## config.mk

```make
export PLATFORM = sky130hd
export DESIGN_NAME = regfile_write_buffer
export DESIGN_NICKNAME = d
export VERILOG_FILES = /design/src/rtl/regfile_write_buffer.sv
export SDC_FILE = /design/constraint.sdc
export NUM_CORES = 1
export LEC_CHECK = 0
export ABC_AREA = 1
export ABC_CLOCK_PERIOD_IN_PS = 2200
export CELL_PAD_IN_SITES_DETAIL_PLACEMENT = 0
export CELL_PAD_IN_SITES_GLOBAL_PLACEMENT = 1
export CORE_MARGIN = 1
export CORE_UTILIZATION = 40
export DETAILED_ROUTE_END_ITERATION = 6
export PLACE_DENSITY_LB_ADDON = 0.1
export SETUP_SLACK_MARGIN = 0.2
export SLEW_MARGIN = 20
export SYNTH_ARGS = -nofsm -noshare
export SYNTH_HDL_FRONTEND = slang
export SYNTH_SLANG_ARGS = --single-unit
```

## constraint.sdc

```tcl
create_clock -name clk -period 2.2 [get_ports clk]
set_clock_uncertainty 0.2 [all_clocks]
set_input_delay 0.44 -clock clk [delete_from_list [all_inputs] [get_ports clk]]
set_output_delay 0.44 -clock clk [all_outputs]
set_load 0.01 [all_outputs]
```

## src/rtl/regfile_write_buffer.sv

```systemverilog
// Write-back buffer in front of the register file: a small FIFO of {addr, data}
// requests drained one per cycle into a registered write port, with a RAW hazard probe.
module regfile_write_buffer #(
   parameter int noOfSelectors = 3,
   parameter int noOfBits      = 16,
   parameter int DEPTH         = 4
) (
   input  logic                       clk,
   input  logic                       rst,
   input  logic                       in_valid,
   output logic                       in_ready,
   input  logic [noOfSelectors-1:0]   in_addr,
   input  logic [noOfBits-1:0]        in_data,
   input  logic                       rf_hold,
   output logic                       write_enable,
   output logic [noOfSelectors-1:0]   write_addr,
   output logic [noOfBits-1:0]        write_data,
   input  logic [noOfSelectors-1:0]   chk_addr,
   output logic                       hazard,
   output logic [$clog2(DEPTH):0]     count,
   output logic                       empty,
   output logic                       full
);

   localparam int PTR_W = $clog2(DEPTH);
   localparam int CNT_W = PTR_W + 1;

   // Handshake: a request transfers on a rising edge where in_valid && in_ready;
   // in_ready is !full and depends only on registered state, never on in_valid.

   logic [noOfSelectors-1:0] r_mem_addr [DEPTH];
   logic [noOfBits-1:0]      r_mem_data [DEPTH];

   logic [PTR_W-1:0]         r_head;
   logic [PTR_W-1:0]         r_tail;
   logic [CNT_W-1:0]         r_count;

   logic                     r_we;
   logic [noOfSelectors-1:0] r_wa;
   logic [noOfBits-1:0]      r_wd;

   logic                     w_full;
   logic                     w_empty;
   logic                     w_push;
   logic                     w_pop;
   logic [DEPTH-1:0]         w_slot_valid;
   logic [DEPTH-1:0]         w_slot_hit;
   logic                     w_out_hit;

   assign w_full  = (r_count == CNT_W'(DEPTH));
   assign w_empty = (r_count == '0);

   // No pass-through when full and no bypass when empty: push and pop both
   // look only at the registered occupancy.
   assign w_push  = in_valid && !w_full;
   assign w_pop   = !w_empty && !rf_hold;

   // Payload storage carries no reset; occupancy alone decides which slots are live.
   always_ff @(posedge clk) begin
      if (w_push) begin
         r_mem_addr[r_tail] <= in_addr;
         r_mem_data[r_tail] <= in_data;
      end
   end

   always_ff @(posedge clk or posedge rst) begin
      if (rst) begin
         r_head  <= '0;
         r_tail  <= '0;
         r_count <= '0;
      end else begin
         if (w_push) begin
            r_tail <= r_tail + 1'b1;
         end
         if (w_pop) begin
            r_head <= r_head + 1'b1;
         end
         case ({w_push, w_pop})
            2'b10:   r_count <= r_count + 1'b1;
            2'b01:   r_count <= r_count - 1'b1;
            default: r_count <= r_count;
         endcase
      end
   end

   always_ff @(posedge clk or posedge rst) begin
      if (rst) begin
         r_we <= 1'b0;
         r_wa <= '0;
         r_wd <= '0;
      end else if (w_pop) begin
         r_we <= 1'b1;
         r_wa <= r_mem_addr[r_head];
         r_wd <= r_mem_data[r_head];
      end else begin
         r_we <= 1'b0;
      end
   end

   // A slot is live when its distance from head (mod DEPTH) is below the occupancy.
   always_comb begin
      w_slot_valid = '0;
      w_slot_hit   = '0;
      for (int i = 0; i < DEPTH; i++) begin
         w_slot_valid[i] = ({1'b0, PTR_W'(i) - r_head} < r_count);
         w_slot_hit[i]   = w_slot_valid[i] && (r_mem_addr[i] == chk_addr);
      end
   end

   assign w_out_hit    = r_we && (r_wa == chk_addr);
   assign hazard       = (|w_slot_hit) || w_out_hit;

   assign in_ready     = !w_full;
   assign full         = w_full;
   assign empty        = w_empty;
   assign count        = r_count;
   assign write_enable = r_we;
   assign write_addr   = r_wa;
   assign write_data   = r_wd;

endmodule

```

# [Word level (Yosys, flattened, before mapping)]
# Memories as Yosys holds them, arrays and structs flattened. A register that Yosys moved wholly into a read port is not among the register bits.
# Cells that the tools add are included.
[word_totals] memories=2 output_inout_bits=27 ramBits=76 in_bits=26 ff_bits=8
[op_classes] n_eq_ne=8 n_addsub=8 mux=4 order_cmp=4 reduce_logical=14
[mem_list] memory="r_mem_data" depth=4 word_bits=16 read_ports=1 rd_clocked_by_memory_dff=1 write_ports=1 line="32" source="logic [noOfBits-1:0] r_mem_data [DEPTH];"
[mem_list] memory="r_mem_addr" depth=4 word_bits=3 read_ports=5 rd_clocked_by_memory_dff=1 write_ports=1 line="31" source="logic [noOfSelectors-1:0] r_mem_addr [DEPTH];"
[ops] cell="$eq A3 B3 Y1" n=5
[ops] cell="$lt A2 B3 Y1" n=4
[ops] cell="$logic_and A1 B1 Y1" n=7
[ops] cell="$pmux W3 S2" n=1
[ops] cell="$add A2 B1 Y2 const B" n=2
[ops] cell="$reduce_or A4 Y1" n=1
[ops] cell="$sub A1 B2 Y2 const A" n=2
[ops] cell="$sub A2 B2 Y2 const A" n=2
[ops] cell="$add A3 B1 Y3 const B" n=1
[ops] cell="$eq A3 B3 Y1 const B" n=1
[ops] cell="$logic_not A1 Y1" n=3
[ops] cell="$logic_not A3 Y1" n=1
[ops] cell="$mux W1" n=3
[ops] cell="$sub A3 B1 Y3 const B" n=1
[ops] cell="$eq A2 B1 Y1 const B" n=1
[ops] cell="$eq A2 B2 Y1 const B" n=1
[ops] cell="$reduce_bool A2 Y1" n=1
[ops] cell="$logic_or A1 B1 Y1" n=1

# [Longest topological paths before layout]
[logic_depth] depth_word=5 depth_mapped=14 ltp_nobuf=12

# [Worst setup path before layout]
# Ideal clock, no wire load.
[synth_timing] kind="register to register" from="register r_count[1], in the netlist count[1]" to="memory r_mem_addr[0][0] (enable)" path_stages_with_launch=5 setup_ns=0.395 setup_slack_ns=-0.185 arrival_ns=1.790 cell_sequence="dfrtp_1 -> inv_1 -> nand3_1 -> nand2_2 -> nor2_1"
[synth_via] elab_chain_cells=5
[synth_lines] item="start: declaration" line="36" source="logic [CNT_W-1:0] r_count;"
[synth_lines] item="start signal: assignment" line="79" source="2'b10: r_count <= r_count + 1'b1;"
[synth_lines] item="start signal: assignment" line="80" source="2'b01: r_count <= r_count - 1'b1;"
[synth_lines] item="start signal: assignment" line="81" source="default: r_count <= r_count;"
[synth_lines] item="$eq A3 B3 Y1" line="50" source="assign w_full = (r_count == CNT_W'(DEPTH));"
[synth_lines] item="$logic_not A1 Y1"
[synth_lines] item="net in_ready" line="11" source="output logic in_ready,"
[synth_lines] item="$logic_and A1 B1 Y1" line="55" source="assign w_push = in_valid && !w_full;"
[synth_lines] item="$mux W1" line="60" source="if (w_push) begin"
[synth_lines] item="$mux W1 (not written as such)" line="61" source="r_mem_addr[r_tail] <= in_addr;"
[synth_lines] item="end: declaration" line="31"
# The timed path passes the listed nets, and every way through them passes these cells.

# [Worst setup path after layout]
[layout_timing] from="register r_head[1]" to="output port hazard"
[layout_via] elab_chain_cells=5 elab_cells_between_ends=14 cone_classes="4 x add/sub; 4 x order compare; 6 x reduce/logical"
[layout_lines] item="start: declaration" line="34" source="logic [PTR_W-1:0] r_head;"
[layout_lines] item="start signal: assignment" line="76" source="r_head <= r_head + 1'b1;"
[layout_lines] item="$sub A1 B2 Y2 / $sub A2 B2 Y2 (equally long branches)" line="105" source="w_slot_valid[i] = ({1'b0, PTR_W'(i) - r_head} < r_count);"
[layout_lines] item="$lt A2 B3 Y1" line="105"
[layout_lines] item="$logic_and A1 B1 Y1" line="106" source="w_slot_hit[i] = w_slot_valid[i] && (r_mem_addr[i] == chk_addr);"
[layout_lines] item="$reduce_or A4 Y1 (*)" line="111" source="assign hazard = (|w_slot_hit) || w_out_hit;"
[layout_lines] item="$logic_or A1 B1 Y1 (*)" line="111"
[layout_lines] item="end: declaration" line="19" source="output logic hazard,"
# Mark *: on every way between the ends. The rest lies on a longest branch, timed or not.

==> results.txt <==
The flow ran to the end, but the final reports show violations. The checks that failed: negative setup slack. Measured along the x axis, the die boundary spans 107 um. The start point of the critical path is r_head[1]$_DFFE_PP0P_. The worst-case IR drop observed on VDD is 0.762 mV.

The final net count is 525. The worst setup path endpoint is hazard. The number of enable flip-flop cells after synthesis came out at 76. The floorplan die height came out at 107 um. The maximum level of the CTS H-tree is 3. The number of global-route vias before repair was 2920. Summed over all layers, the global routing overflow is 0.

The all-layer global routing usage came out at 17.8%. The number of fill cells came out at 972. The detail route stage leaves a number of antenna-violating nets equal to 0. The first-pass detailed-route iteration total came out at 4.

Leaving out fill and tap cells, the most frequent cell in the layout is sky130_fd_sc_hd__nand2_1. The transition at the pin with the smallest max-transition slack came out at 0.404 ns. The via density per instance is 4.70. The clock network fraction of design power is 15.6%. The endpoint of the lowest-slack register-to-register path is count[1]$_DFFE_PP0P_. The type of the tightest min-delay check is in -> async. The part of the Yosys area used for sequential elements is 67.4%. In this run the tightest slew margin relative to its limit is 73.0%.

The CTS sink count came out at 103. The biggest fanout along the worst timing path came out at 3. The number of DRC violations after detailed-routing iteration 0 came out at 106. The data arrival at the endpoint of the critical path came out at 1.80 ns. Of the available clock period, the critical path in the final layout requires 111%. The maximum clock rate is 410 MHz.

For this run, the leading register cell type out of synthesis is sky130_fd_sc_hd__edfxtp_1. The number of antenna violations at the first check in global routing is 0. The count of port buffers added during placement is 52. The slowest stage of the critical path is the sky130_fd_sc_hd__dfrtp_2 cell. The count of inserted antenna diode cells is 0. The number of unique standard cell types used by synthesis came out at 24.

The post-synth design cell area is 4390 um2. The number of remaining DRC errors came out at 0. TritonCTS created 9 clock buffers. In the layout the commonest cells are 155 x sky130_fd_sc_hd__nand2_1, 76 x sky130_fd_sc_hd__edfxtp_1, 43 x sky130_fd_sc_hd__clkdlybuf4s50_1. The root buffer cell chosen for the clock tree is sky130_fd_sc_hd__clkbuf_8. The mean routed wirelength per cell came out at 14.7 um. The hold violation count in the final report came to 0. The clock period minus final worst setup slack came out at 2.44 ns.

In the post-route analysis, the smallest setup slack over all paths is -0.238 ns. The combinational fraction of design power came out at 44.5%. The standard-cell row count is 37.

From synthesis to final layout, the design area changed by 28.5%. The internal reg-to-reg setup slack came out at 0.12 ns. The clock slew at the register clock pins of the worst setup and hold paths is 0.09 ns. Traced cell by cell, the critical path runs through nor2_4 > inv_2 > nand2_2 > inv_2 > ha_4 > nand2_2 > nand2_1 > nand2_1 > nand3_1 > nand2_1 > inv_1 > nand2_2 > buf_6. The total wire length came out at 9270 um. For this run, the slowest stage of the critical path takes 0.45 ns.

The design internal power is 4.64 mW. The final number of max-transition violations came to 0. The pre-CTS worst setup slack came out at -0.465 ns.

The top-level I/O count is 53. Entering global routing, the biggest net connects 28 pins. Cells with a size suffix above 1 make up 18.7% of the layout. The synthesized netlist cell count is 398.

The number of buffers between clock root and the deepest sink is 2. The net count of the mapped netlist is 434. The switching power share of the total came out at 35.6%. Sequential cells burn 39.9% of the power. The half-perimeter wire length after placement is 5730 um.

For this run, the share of the core covered by cells in the final layout is 53.9%. The first-pass GRT wire length came out at 15200 um. The power density over the cells came out at 1280 nW/um2. The final RePlAce weighted congestion came out at 0.735. The analysis attributes to cell leakage a power of 2.34 nW. The analysis attributes to net switching a power of 2.57 mW. By startpoint and endpoint, the worst setup path is classified as reg -> out. Counting flops and latches in the post-synthesis netlist gives 103. The die footprint came out at 11400 um2. The number of maximum-capacitance constraint violations came out at 0. The data required time at the worst endpoint came out at 1.56 ns. The post-synthesis area per instance came out at 11.0 um2. During synthesis, Yosys emitted a total of 0 warnings. The hold-fix buffer count after cts came out at 0.

At the later pin of the worst-skew pair, clock insertion delay measures 0.35 ns. The async set-or-reset flop fraction in the synthesized netlist came out at 26.2%. The initial core utilization came out at 42.0%. The worst setup path is launched from a register. The worst register-to-register path begins at count[0]$_DFFE_PP0P_. Setup repair after global routing could not meet its margin everywhere. Detailed routing inserted a total of 2954 vias. TritonCTS built the clock tree.

STA classifies the critical path endpoint as an output pin. The core region is 10500 um2. The count of final setup violators came out at 1. The path depth of the worst reg2reg path is 9.
[final cells by class]
cell class / instances / area, um2 / share of cell area (%)
well taps: 136 / 170 / 3.02
inverters: 35 / 139 / 2.46
multi-input cells: 248 / 1290 / 22.8
flip-flops and latches: 103 / 2960 / 52.6
repair buffers: 92 / 893 / 15.8
clock buffers: 9 / 124 / 2.20
clock inverters: 6 / 61.3 / 1.09
[metal layers]
layer	vias to the layer above	track usage (%)	part of all wire (%)
met5	-	0	0
met4	0	5.97	1.4
met3	9	2.43	2.5
met2	43	29.9	49
met1	1408	23.8	47
li1	1494	-	-
[power groups by stage]
stage	clock network, mW	logic [mW]	registers [mW]
2_1_floorplan	0	1.61	2.99
3_3_place_gp	0	2.97	2.93
3_5_place_dp	0	2.98	2.94
4_1_cts	1.16	3.17	2.89
5_1_grt	1.23	3.62	2.93
6_report	1.12	3.21	2.87
[worst min-delay path by stage]
stage	from	to	depth (start not counted)	slack, ns
after floorplan	rst	r_head[0]$_DFFE_PP0P_	1	0.29
after global placement	write_data[6]$_DFFE_PP0P_	write_data[6]$_DFFE_PP0P_	2	0.29
after detailed placement	write_data[9]$_DFFE_PP0P_	write_data[9]$_DFFE_PP0P_	2	0.29
after CTS	rst	r_tail[1]$_DFFE_PP0P_	3	0.27
after global routing	rst	write_data[7]$_DFFE_PP0P_	3	0.29
final	rst	r_tail[1]$_DFFE_PP0P_	3	0.26
[repair_timing]
| item | 4_1_cts | 5_1_grt |
|---|---|---|
| setup endpoints to repair | 8 | 9 |
| pin swaps | 8 | 7 |
| resized for setup | 26 | 11 |
| buffers inserted | 8 | 3 |
[synthesized netlist by cell type, types with 3 or more instances]
library cell | instances | area share [%]
sky130_fd_sc_hd__a21oi_1 | 3 | 0.34
sky130_fd_sc_hd__buf_2 | 3 | 0.34
sky130_fd_sc_hd__buf_6 | 6 | 1.5
sky130_fd_sc_hd__dfrtp_1 | 27 | 15
sky130_fd_sc_hd__edfxtp_1 | 76 | 52
sky130_fd_sc_hd__ha_1 | 9 | 2.6
sky130_fd_sc_hd__inv_1 | 33 | 2.8
sky130_fd_sc_hd__nand2_1 | 158 | 14
sky130_fd_sc_hd__nand3_1 | 4 | 0.46
sky130_fd_sc_hd__nand4_1 | 18 | 2.6
sky130_fd_sc_hd__nor2_1 | 16 | 1.4
sky130_fd_sc_hd__nor2_4 | 3 | 0.77
sky130_fd_sc_hd__o21ai_0 | 21 | 2.4
sky130_fd_sc_hd__xnor2_1 | 5 | 1.0
sky130_fd_sc_hd__xor2_1 | 3 | 0.60
[critical path, delay by kind of cell (launching register included)]
kind	cells	cell delay [ns]
buf+inv	4	0.27
simple gates	8	0.48
flops	1	0.45
fa+ha+maj	1	0.26
[per-stage QoR]
stage / power (mW) / setup TNS (ns) / instances / instance area [um2] / hold WS (ns)
6_report: 7.21 / -0.238 / 629 / 5640 / 0.255
5_1_grt: 7.78 / -0.374 / 629 / 5640 / 0.288
4_1_cts: 7.22 / -0.254 / 626 / 5600 / 0.266
3_5_place_dp: 5.92 / -0.597 / 603 / 5320 / 0.294
3_3_place_gp: 5.90 / -0.564 / 603 / 5320 / 0.289
2_1_floorplan: 4.60 / 0 / 398 / 4450 / 0.292
[sequential cells by signal (all words and copies together), names as in the netlist]
signal and flops:
count 3, r_mem_data 64, r_mem_addr 12, r_tail 2, write_data 16, write_addr 3, r_head 2, write_enable 1
[kinds of logic after synthesis]
group	Yosys count	synth area share, %
AND/OR/NAND/NOR	202	19.3
XOR/XNOR	8	1.60
buffers and inverters	47	5.22
flip-flops	103	67.4
adder cells (fa/ha/maj)	10	3.02
AO/OA/AOI/OAI	28	3.45
Power figures use the tool's default switching activity.
